### src/rtl/rf_write_port_ctrl_if.sv
// Bundle of the write-back handshake, register file write/read ports and
// occupancy status used by the register file write-side front end.
interface rf_write_port_ctrl_if #(
    parameter int DEPTH  = 4,
    parameter int DATA_W = 32,
    parameter int ADDR_W = 5
);
    localparam int CNT_W = $clog2(DEPTH) + 1;

    logic              in_wb_valid;
    logic              out_wb_ready;
    logic              in_wb_en;
    logic [ADDR_W-1:0] in_wb_dest;
    logic [DATA_W-1:0] in_wb_data;
    logic              in_rf_stall;
    logic [DATA_W-1:0] out_PC;
    logic [ADDR_W-1:0] out_SC;
    logic              out_RFL;
    logic [ADDR_W-1:0] in_SA;
    logic [ADDR_W-1:0] in_SB;
    logic [DATA_W-1:0] in_PA_rf;
    logic [DATA_W-1:0] in_PB_rf;
    logic [DATA_W-1:0] out_PA_fwd;
    logic [DATA_W-1:0] out_PB_fwd;
    logic [CNT_W-1:0]  out_count;
    logic              out_empty;
    logic              out_full;

    modport slave (
        input  in_wb_valid, in_wb_en, in_wb_dest, in_wb_data, in_rf_stall,
        input  in_SA, in_SB, in_PA_rf, in_PB_rf,
        output out_wb_ready, out_PC, out_SC, out_RFL,
        output out_PA_fwd, out_PB_fwd, out_count, out_empty, out_full
    );

    modport master (
        output in_wb_valid, in_wb_en, in_wb_dest, in_wb_data, in_rf_stall,
        output in_SA, in_SB, in_PA_rf, in_PB_rf,
        input  out_wb_ready, out_PC, out_SC, out_RFL,
        input  out_PA_fwd, out_PB_fwd, out_count, out_empty, out_full
    );
endinterface

### src/rtl/rf_write_port_ctrl.sv
// Write-side front end of the register file: buffers write-back results in a
// small FIFO, drains one per cycle and forwards pending writes to both read ports.
module rf_write_port_ctrl #(
    parameter int DEPTH  = 4,
    parameter int DATA_W = 32,
    parameter int ADDR_W = 5
) (
    input  logic                   in_clk,
    input  logic                   clr,
    rf_write_port_ctrl_if.slave    bus
);
    localparam int PTR_W = $clog2(DEPTH);
    localparam int CNT_W = PTR_W + 1;

    logic [DATA_W-1:0] data_q [DEPTH];
    logic [ADDR_W-1:0] dest_q [DEPTH];
    logic [PTR_W-1:0]  wr_ptr;
    logic [PTR_W-1:0]  rd_ptr;
    logic [CNT_W-1:0]  count;

    logic empty;
    logic full;
    logic rfl;
    logic ready;
    logic push;
    logic pop;

    // A full FIFO can still take a result on the same edge its head commits.
    always_comb begin
        empty = (count == '0);
        full  = (count == CNT_W'(DEPTH));
        rfl   = !empty && !bus.in_rf_stall && !clr;
        ready = !clr && (!full || rfl);
        push  = bus.in_wb_valid && ready && bus.in_wb_en && (bus.in_wb_dest != '0);
        pop   = rfl;
    end

    always_ff @(posedge in_clk) begin
        if (push) begin
            data_q[wr_ptr] <= bus.in_wb_data;
            dest_q[wr_ptr] <= bus.in_wb_dest;
        end
    end

    always_ff @(posedge in_clk) begin
        if (clr) begin
            wr_ptr <= '0;
            rd_ptr <= '0;
            count  <= '0;
        end else begin
            if (push) wr_ptr <= wr_ptr + 1'b1;
            if (pop)  rd_ptr <= rd_ptr + 1'b1;
            case ({push, pop})
                2'b10:   count <= count + 1'b1;
                2'b01:   count <= count - 1'b1;
                default: count <= count;
            endcase
        end
    end

    // Walk from oldest to newest so the youngest matching entry overrides.
    logic [PTR_W-1:0]  idx;
    logic [DATA_W-1:0] fwd_a;
    logic [DATA_W-1:0] fwd_b;

    always_comb begin
        idx   = '0;
        fwd_a = bus.in_PA_rf;
        fwd_b = bus.in_PB_rf;
        for (int i = 0; i < DEPTH; i++) begin
            idx = rd_ptr + PTR_W'(i);
            if (CNT_W'(i) < count) begin
                if ((bus.in_SA != '0) && (dest_q[idx] == bus.in_SA)) fwd_a = data_q[idx];
                if ((bus.in_SB != '0) && (dest_q[idx] == bus.in_SB)) fwd_b = data_q[idx];
            end
        end
    end

    assign bus.out_wb_ready = ready;
    assign bus.out_RFL      = rfl;
    assign bus.out_PC       = empty ? '0 : data_q[rd_ptr];
    assign bus.out_SC       = empty ? '0 : dest_q[rd_ptr];
    assign bus.out_PA_fwd   = fwd_a;
    assign bus.out_PB_fwd   = fwd_b;
    assign bus.out_count    = count;
    assign bus.out_empty    = empty;
    assign bus.out_full     = full;
endmodule

### src/flat_wrapper.sv
// flat-port wrapper written by rule: the top's interface ports become plain ports
module rf_write_port_ctrl_flat 
#(
    parameter int DEPTH  = 4,
    parameter int DATA_W = 32,
    parameter int ADDR_W = 5
)
  (in_clk, clr, bus_in_wb_valid, bus_in_wb_en, bus_in_wb_dest, bus_in_wb_data, bus_in_rf_stall, bus_in_SA, bus_in_SB, bus_in_PA_rf, bus_in_PB_rf, bus_out_wb_ready, bus_out_PC, bus_out_SC, bus_out_RFL, bus_out_PA_fwd, bus_out_PB_fwd, bus_out_count, bus_out_empty, bus_out_full);
  rf_write_port_ctrl_if #(.DEPTH(DEPTH), .DATA_W(DATA_W), .ADDR_W(ADDR_W)) bus_i ();
  input  logic in_clk;
  input  logic clr;
  input wire logic [$bits(bus_i.in_wb_valid)-1:0] bus_in_wb_valid;
  input wire logic [$bits(bus_i.in_wb_en)-1:0] bus_in_wb_en;
  input wire logic [$bits(bus_i.in_wb_dest)-1:0] bus_in_wb_dest;
  input wire logic [$bits(bus_i.in_wb_data)-1:0] bus_in_wb_data;
  input wire logic [$bits(bus_i.in_rf_stall)-1:0] bus_in_rf_stall;
  input wire logic [$bits(bus_i.in_SA)-1:0] bus_in_SA;
  input wire logic [$bits(bus_i.in_SB)-1:0] bus_in_SB;
  input wire logic [$bits(bus_i.in_PA_rf)-1:0] bus_in_PA_rf;
  input wire logic [$bits(bus_i.in_PB_rf)-1:0] bus_in_PB_rf;
  output wire logic [$bits(bus_i.out_wb_ready)-1:0] bus_out_wb_ready;
  output wire logic [$bits(bus_i.out_PC)-1:0] bus_out_PC;
  output wire logic [$bits(bus_i.out_SC)-1:0] bus_out_SC;
  output wire logic [$bits(bus_i.out_RFL)-1:0] bus_out_RFL;
  output wire logic [$bits(bus_i.out_PA_fwd)-1:0] bus_out_PA_fwd;
  output wire logic [$bits(bus_i.out_PB_fwd)-1:0] bus_out_PB_fwd;
  output wire logic [$bits(bus_i.out_count)-1:0] bus_out_count;
  output wire logic [$bits(bus_i.out_empty)-1:0] bus_out_empty;
  output wire logic [$bits(bus_i.out_full)-1:0] bus_out_full;
  assign bus_i.in_wb_valid = bus_in_wb_valid;
  assign bus_i.in_wb_en = bus_in_wb_en;
  assign bus_i.in_wb_dest = bus_in_wb_dest;
  assign bus_i.in_wb_data = bus_in_wb_data;
  assign bus_i.in_rf_stall = bus_in_rf_stall;
  assign bus_i.in_SA = bus_in_SA;
  assign bus_i.in_SB = bus_in_SB;
  assign bus_i.in_PA_rf = bus_in_PA_rf;
  assign bus_i.in_PB_rf = bus_in_PB_rf;
  assign bus_out_wb_ready = bus_i.out_wb_ready;
  assign bus_out_PC = bus_i.out_PC;
  assign bus_out_SC = bus_i.out_SC;
  assign bus_out_RFL = bus_i.out_RFL;
  assign bus_out_PA_fwd = bus_i.out_PA_fwd;
  assign bus_out_PB_fwd = bus_i.out_PB_fwd;
  assign bus_out_count = bus_i.out_count;
  assign bus_out_empty = bus_i.out_empty;
  assign bus_out_full = bus_i.out_full;
  rf_write_port_ctrl #(.DEPTH(DEPTH), .DATA_W(DATA_W), .ADDR_W(ADDR_W)) u_core (.in_clk(in_clk), .clr(clr), .bus(bus_i));
endmodule
### config.mk
export PLATFORM = sky130hd
export DESIGN_NAME = rf_write_port_ctrl_flat
export DESIGN_NICKNAME = d
export VERILOG_FILES = /design/src/rtl/rf_write_port_ctrl_if.sv /design/src/rtl/rf_write_port_ctrl.sv /design/src/flat_wrapper.sv
export SDC_FILE = /design/constraint.sdc
export NUM_CORES = 1
export LEC_CHECK = 0
export ABC_AREA = 1
export CAP_MARGIN = 20
export CELL_PAD_IN_SITES_DETAIL_PLACEMENT = 0
export CELL_PAD_IN_SITES_GLOBAL_PLACEMENT = 2
export CORE_MARGIN = 2
export CORE_UTILIZATION = 29
export DETAILED_ROUTE_END_ITERATION = 8
export PLACE_DENSITY_LB_ADDON = 0.1
export SLEW_MARGIN = 20
export SYNTH_ARGS = -nofsm -noshare
export SYNTH_HDL_FRONTEND = slang
export SYNTH_SLANG_ARGS = --single-unit
### constraint.sdc
create_clock -name in_clk -period 5 [get_ports in_clk]
set_clock_uncertainty 0.1 [all_clocks]
set_input_delay 1 -clock in_clk [delete_from_list [all_inputs] [get_ports in_clk]]
set_output_delay 1 -clock in_clk [all_outputs]
set_load 0.03 [all_outputs]
# --- Yosys cells after proc, flatten, opt, wreduce, memory -nomap -nowiden ---
# Memories as Yosys holds them, arrays and structs flattened. A register that Yosys moved wholly into a read port is not among the register bits.
# Cells that the tools add are included.
op_classes:
  n_addsub: 6
  magnitude_cmp: 4
  n_eq_ne: 11
  mux: 25
  n_reduce_logical: 24
op_table:
  columns: ["operator", "n"]
  rows:
  - ["32-bit two-way mux", 17]
  - ["5-bit equality test", 8]
  - ["5-bit nonzero test", 3]
  - ["1-bit logical AND", 14]
  - ["2-bit two-way mux", 4]
  - ["1-bit by 3-bit less-than comparator with 1-bit output, first input constant", 2]
  - ["2-bit by 3-bit less-than comparator with 1-bit output, first input constant", 2]
  - ["3-bit case mux with 2 select lines", 1]
  - ["5-bit two-way mux", 1]
  - ["2-bit by 1-bit adder with 2-bit output, second input constant", 2]
  - ["2-bit adder, second input constant", 2]
  - ["1-bit zero test", 4]
  - ["3-bit by 1-bit adder with 3-bit output, second input constant", 1]
  - ["3-bit equality test, second input constant", 1]
  - ["3-bit zero test", 1]
  - ["3-bit by 1-bit subtractor with 3-bit output, second input constant", 1]
  - ["2-bit by 1-bit equality test with 1-bit output, second input constant", 1]
  - ["2-bit equality test, second input constant", 1]
  - ["1-bit two-way mux", 2]
  - ["2-bit nonzero test", 1]
  - ["1-bit logical OR", 1]
word_totals:
  regBits: 7
  ram_bits: 148
  inputBits: 116
  out_inout_bits: 108
  word_cells: 75
  mem_count: 2
memory_table:
  columns: ["name", "words", "word_bits", "read_ports", "rd_clocked_by_memory_dff", "write_ports", "line", "source"]
  rows:
  - ["u_core.data_q", 4, 32, 4, 1, 1, "rf_write_port_ctrl.sv:15", "logic [DATA_W-1:0] data_q [DEPTH];"]
  - ["u_core.dest_q", 4, 5, 4, 1, 1, "rf_write_port_ctrl.sv:16", "logic [ADDR_W-1:0] dest_q [DEPTH];"]

# --- Depth between registers and ports, before layout ---
logic_depth:
  ltp_word: 11
  mapped_depth: 17

# --- Worst setup path before layout ---
# OpenSTA, ideal clock, no wires.
synth_timing:
  path_type: "reg-to-reg"
  startpoint: "reg u_core.count[0] (netlist: u_core.bus.out_count[0])"
  endpoint: "mem u_core.data_q[0][0], enable pin"
  setup_time_ns: 0.431
  arrival_time_ns: 3.437
  required_time_ns: 4.469
  path_slack_ns: 1.031
  path_stages_with_launch: 12
  synth_period_minus_slack_ns: 3.969
  path_cell_list: "dfxtp_1 -> inv_1 -> ha_1 -> nand2_1 -> inv_1 -> nor2_1 -> o21ai_0 -> inv_1 -> nand3_1 -> a21oi_1 -> clkinv_1 -> nor2_1"
synth_between:
  elab_chain_len: 11
synth_lines:
  columns: ["element", "line", "source"]
  rows:
  - ["start: declaration", "rf_write_port_ctrl.sv:19", "logic [CNT_W-1:0] count;"]
  - ["start signal: assignment", "rf_write_port_ctrl.sv:54", "2'b10: count <= count + 1'b1;"]
  - ["start signal: assignment", "rf_write_port_ctrl.sv:55", "2'b01: count <= count - 1'b1;"]
  - ["start signal: assignment", "rf_write_port_ctrl.sv:56", "default: count <= count;"]
  - ["3-bit zero test", "rf_write_port_ctrl.sv:30", "empty = (count == '0);"]
  - ["1-bit zero test", "rf_write_port_ctrl.sv:32", "rfl = !empty && !bus.in_rf_stall && !clr;"]
  - ["1-bit logical AND (2 in a row)", "rf_write_port_ctrl.sv:32", null]
  - ["1-bit logical OR (*)", "rf_write_port_ctrl.sv:33", "ready = !clr && (!full || rfl);"]
  - ["1-bit logical AND (*)", "rf_write_port_ctrl.sv:33", null]
  - ["net bus_out_wb_ready", "flat_wrapper.sv:21", "output wire logic [$bits(bus_i.out_wb_ready)-1:0] bus_out_wb_ready;"]
  - ["1-bit logical AND (*) (3 in a row)", "rf_write_port_ctrl.sv:34", "push = bus.in_wb_valid && ready && bus.in_wb_en && (bus.in_wb_dest != '0);"]
  - ["1-bit two-way mux (*)", "rf_write_port_ctrl.sv:39", "if (push) begin"]
  - ["1-bit two-way mux (implied by the code) (*)", "rf_write_port_ctrl.sv:40", "data_q[wr_ptr] <= bus.in_wb_data;"]
  - ["end: declaration", "rf_write_port_ctrl.sv:15", null]
# Mark *: on every way through the listed nets, which the timed path passes. The rest lies on a longest branch.

# --- Worst setup path in the final report ---
layout_timing:
  startpoint: "in bus_in_SB[2]"
  endpoint: "out bus_out_PB_fwd[23]"
layout_between:
  elab_chain_len: 10
layout_lines:
  columns: ["element", "line", "source"]
  rows:
  - ["start: declaration", "flat_wrapper.sv:18", "input wire logic [$bits(bus_i.in_SB)-1:0] bus_in_SB;"]
  - ["5-bit equality test or 5-bit nonzero test (tied branches)", "rf_write_port_ctrl.sv:74", "if ((bus.in_SB != '0) && (dest_q[idx] == bus.in_SB)) fwd_b = data_q[idx];"]
  - ["1-bit logical AND", "rf_write_port_ctrl.sv:74", null]
  - ["32-bit two-way mux", "rf_write_port_ctrl.sv:74", null]
  - ["32-bit two-way mux", "rf_write_port_ctrl.sv:72", "if (CNT_W'(i) < count) begin"]
  - ["32-bit two-way mux", "rf_write_port_ctrl.sv:74", null]
  - ["32-bit two-way mux", "rf_write_port_ctrl.sv:72", null]
  - ["32-bit two-way mux", "rf_write_port_ctrl.sv:74", null]
  - ["32-bit two-way mux", "rf_write_port_ctrl.sv:72", null]
  - ["32-bit two-way mux", "rf_write_port_ctrl.sv:74", null]
  - ["32-bit two-way mux (*)", "rf_write_port_ctrl.sv:72", null]
  - ["end: declaration", "flat_wrapper.sv:26", "output wire logic [$bits(bus_i.out_PB_fwd)-1:0] bus_out_PB_fwd;"]
# Mark *: on every way between the ends. The rest lies on a longest branch, timed or not.

==> flow_summary.yaml <==
status:
  status: "finished, final reports clean"
drt:
  first_pass_iters: 6
  routed_wl_mm: 57.7
  drc: 0
  wl_per_cell_um: 21.4
  ant_nets: 0
  drt_iter0_markers: 1158
  vias: 14100
  via_per_inst: 5.24
worst_setup_path:
  required_ns: 3.90
  critPathMostFrequentCell: "clkdlybuf4s50_1"
  worstPathCellList: "clkdlybuf4s50_1 > inv_1 > xor2_1 > nand4_1 > nor2_4 > inv_2 > buf_4 > nor2_1 > a21oi_1 > clkdlybuf4s50_1"
  crit_buf_inv: 5
  arrival_ns: 3.77
  end_kind: "primary output"
  regToRegStartpoint: "u_core.bus.out_count[0]$_SDFFE_PP0P_"
  cp_max_fo: 8
  r2r_cells: 12
  max_stage_delay_ns: 0.59
  r2r_end: "u_core.data_q[1][4]$_DFFE_PP_"
  r2r_slack_ns: 1.42
  setup.worst_path.start_class: "primary input"
  cpLargestDelayFamily: "buffers and inverters"
  crit_type: "in2out"
  cp_slowest_cell: "clkdlybuf4s50_1"
clock_tree:
  post_cts_buffers: 0
  cts_buffer_depth: 2
  clk_pin_slew_ns: 0.07
  cts_hold_buf: 0
  htree_levels: 4
  cts_tree: "done"
  clock-sinks: 157
  clk_latency_ns: 0.43
  cts_buffers: 17
  cts-root-buf: "clkbuf_16"
layout:
  multi_input_area_um2: 7100
  fin_nets: 2219
  drive_gt1_frac: 0.0812
  seqCellArea_um2: 4630
  area_delta_synth_final_pct: 30.8
  fillers: 4525
yosys:
  yosys-top-cells-area: "edfxtp_1 (35%), nand2_1 (16%), nor2_1 (12%)"
  synth_common_cells: "nand2_1 (530), nor2_1 (408), edfxtp_1 (148), o21ai_0 (141), nand3_1 (139)"
  synth_edf_count: 148
  yosys.area.top_type: "edfxtp_1"
  ys_types: 28
  synth.avg_cell_area_um2: 6.59
  ys_seq_elements: 157
  yosysWarnings: 0
  ys_seq_area_frac: 0.367
  synthesis.area_um2: 12600
  synth.top_cell.area_share: 0.352
  synth.most_common_cell: "nand2_1"
  synth_nets: 2038
  synth_ff_type: "edfxtp_1"
  synthArstFlopShare: 0
  synthCells: 1913
timing:
  setup_violations: 0
  max_freq_ghz: 0.206
  holdWs_ns: 0.440
  finalWorstSetupSlack_ns: 0.134
  tns_ns: 0
  worstMarginPinSlew_ns: 0.877
  finalMaxSlewViolations: 0
  post-route-period-util: 0.973
  relSlewSlack: 0.415
  finalHoldViolations: 0
  grt_setup_unrepaired: "no"
  min_period_ns: 4.87
pwr:
  power_per_cell_area_nw_per_um2: 294
  leakage_nw: 6.93
  finalPower_mw: 4.85
  peakVddDrop_mv: 0.216
worst_hold_path:
  min_to: "u_core.wr_ptr[1]$_SDFFE_PP0P_"
  hold_depth: 2
  hold_path_startpoint: "u_core.wr_ptr[1]$_SDFFE_PP0P_"
  hold_class: "reg2reg"
floorplanning:
  row_count: 76
  die-height_um: 213
  start_util: 0.293
  die_area_um2: 45200
  dieWidth_um: 213
  ioPinCount: 224
  core-area_um2: 43000
place:
  post-place-ws_ns: 0.184
  port_buffers: 223
  place.gp.congestion: 0.893
  dp_hpwl_mm: 39.6
global_route:
  grt_pass1_wl_mm: 84.6
  grt_pass1_vias: 13200
  grt_overflow: 0
  track_usage: 0.254
  grt_max_degree: 67
  antenna_found_initial: 1
run:
  drv_cap: 0
sequential cells by signal (all words and copies together) (netlist names), named ones only:
register,flops
u_core.rd_ptr,2
u_core.bus.out_count,3
u_core.dest_q,20
u_core.wr_ptr,2
u_core.data_q,128
where the power goes:
group | leakage (nW) | internal, mW | switching, mW | total [mW]
Clock | 0.284 | 0.703 | 0.578 | 1.28
Sequential | 1.41 | 1.46 | 0.0250 | 1.49
Combinational | 5.23 | 0.675 | 1.41 | 2.09
per-stage QoR:
step	area [µm²]	util	std cells
6_report	16500	0.384	2693
5_1_grt	16500	0.384	2693
4_1_cts	16500	0.384	2692
3_5_place_dp	15900	0.370	2660
3_3_place_gp	15900	0.370	2660
2_1_floorplan	12600	-	1913
logic make-up (layout without fill, tap and decap cells):
kind of cell | count (synthesis) | after routing | synth area share
compound gates | 313 | 313 | 0.143
xor+xnor | 5 | 5 | 0.00347
fa+ha+maj | 9 | 9 | 0.00893
buf+inv | 246 | 440 | 0.0801
flops | 157 | 157 | 0.367
mux | 32 | 32 | 0.0254
other cells | 0 | 1 | 0
simple gates | 1151 | 1151 | 0.372
area by class of cell:
cell class                      instances  area share
Clock inverter                         15     0.00903
Clock buffer                           17      0.0258
Multi-Input combinational cell       1510       0.430
Antenna cell                            1    0.000152
Sequential cell                       157       0.281
Tap cell                              585      0.0444
Timing Repair Buffer                  296       0.184
Inverter                              112      0.0256
repair_timing:
action,CTS,global route
hold endpoints to repair,0,0
setup endpoints to repair,0,12
gates resized for setup,0,3
cell usage in the layout, fill, tap and decap left out, types with 2 or more instances in the layout:
master / n
nand2_1: 528
nor2_1: 396
clkdlybuf4s50_1: 188
edfxtp_1: 148
o21ai_0: 141
nand3_1: 135
a21oi_1: 107
inv_1: 103
buf_4: 79
nand4_1: 66
mux2i_1: 32
a221oi_1: 32
a32oi_1: 32
buf_12: 26
clkbuf_16: 17
nor2_4: 14
ha_1: 9
inv_2: 7
dfxtp_1: 7
inv_6: 7
nand3_2: 5
xor2_1: 5
nand2_2: 3
nor2b_1: 2
dfxtp_4: 2
clkinv_4: 2
clkinv_2: 2
inv_8: 2
dlymetal6s2s_1: 2
worst min-delay path: cells and delay by family (launching register included):
family                 cells  cell delay, ns
buffers and inverters      1            0.10
AO/OA/AOI/OAI              1            0.07
flip-flops                 1            0.33
how the worst max path moves through the flow:
stage	startpoint	endpoint	slack [ns]	depth (start not counted)
after CTS	u_core.rd_ptr[0]$_SDFFE_PP0P_	bus_out_PB_fwd[23]	0.16	14
after global placement	bus_in_SB[2]	bus_out_PB_fwd[21]	0.18	10
after detailed placement	bus_in_SB[3]	bus_out_PB_fwd[1]	0.18	12
after floorplan	u_core.bus.out_count[0]$_SDFFE_PP0P_	u_core.data_q[0][0]$_DFFE_PP_	1.03	11
final	bus_in_SB[2]	bus_out_PB_fwd[23]	0.13	10
after global routing	bus_in_SB[3]	bus_out_PB_fwd[17]	0.008	12
layer usage:
| layer | global-route usage | part of all wire | up-vias |
|---|---|---|---|
| met4 | 0.0743 | 0.023 | 0 |
| met1 | 0.353 | 0.46 | 6656 |
| li1 | - | - | 6795 |
| met3 | 0.0356 | 0.061 | 82 |
| met2 | 0.408 | 0.46 | 578 |
| met5 | 0 | 0 | - |
Note: power is estimated with default switching activity, not from simulation.
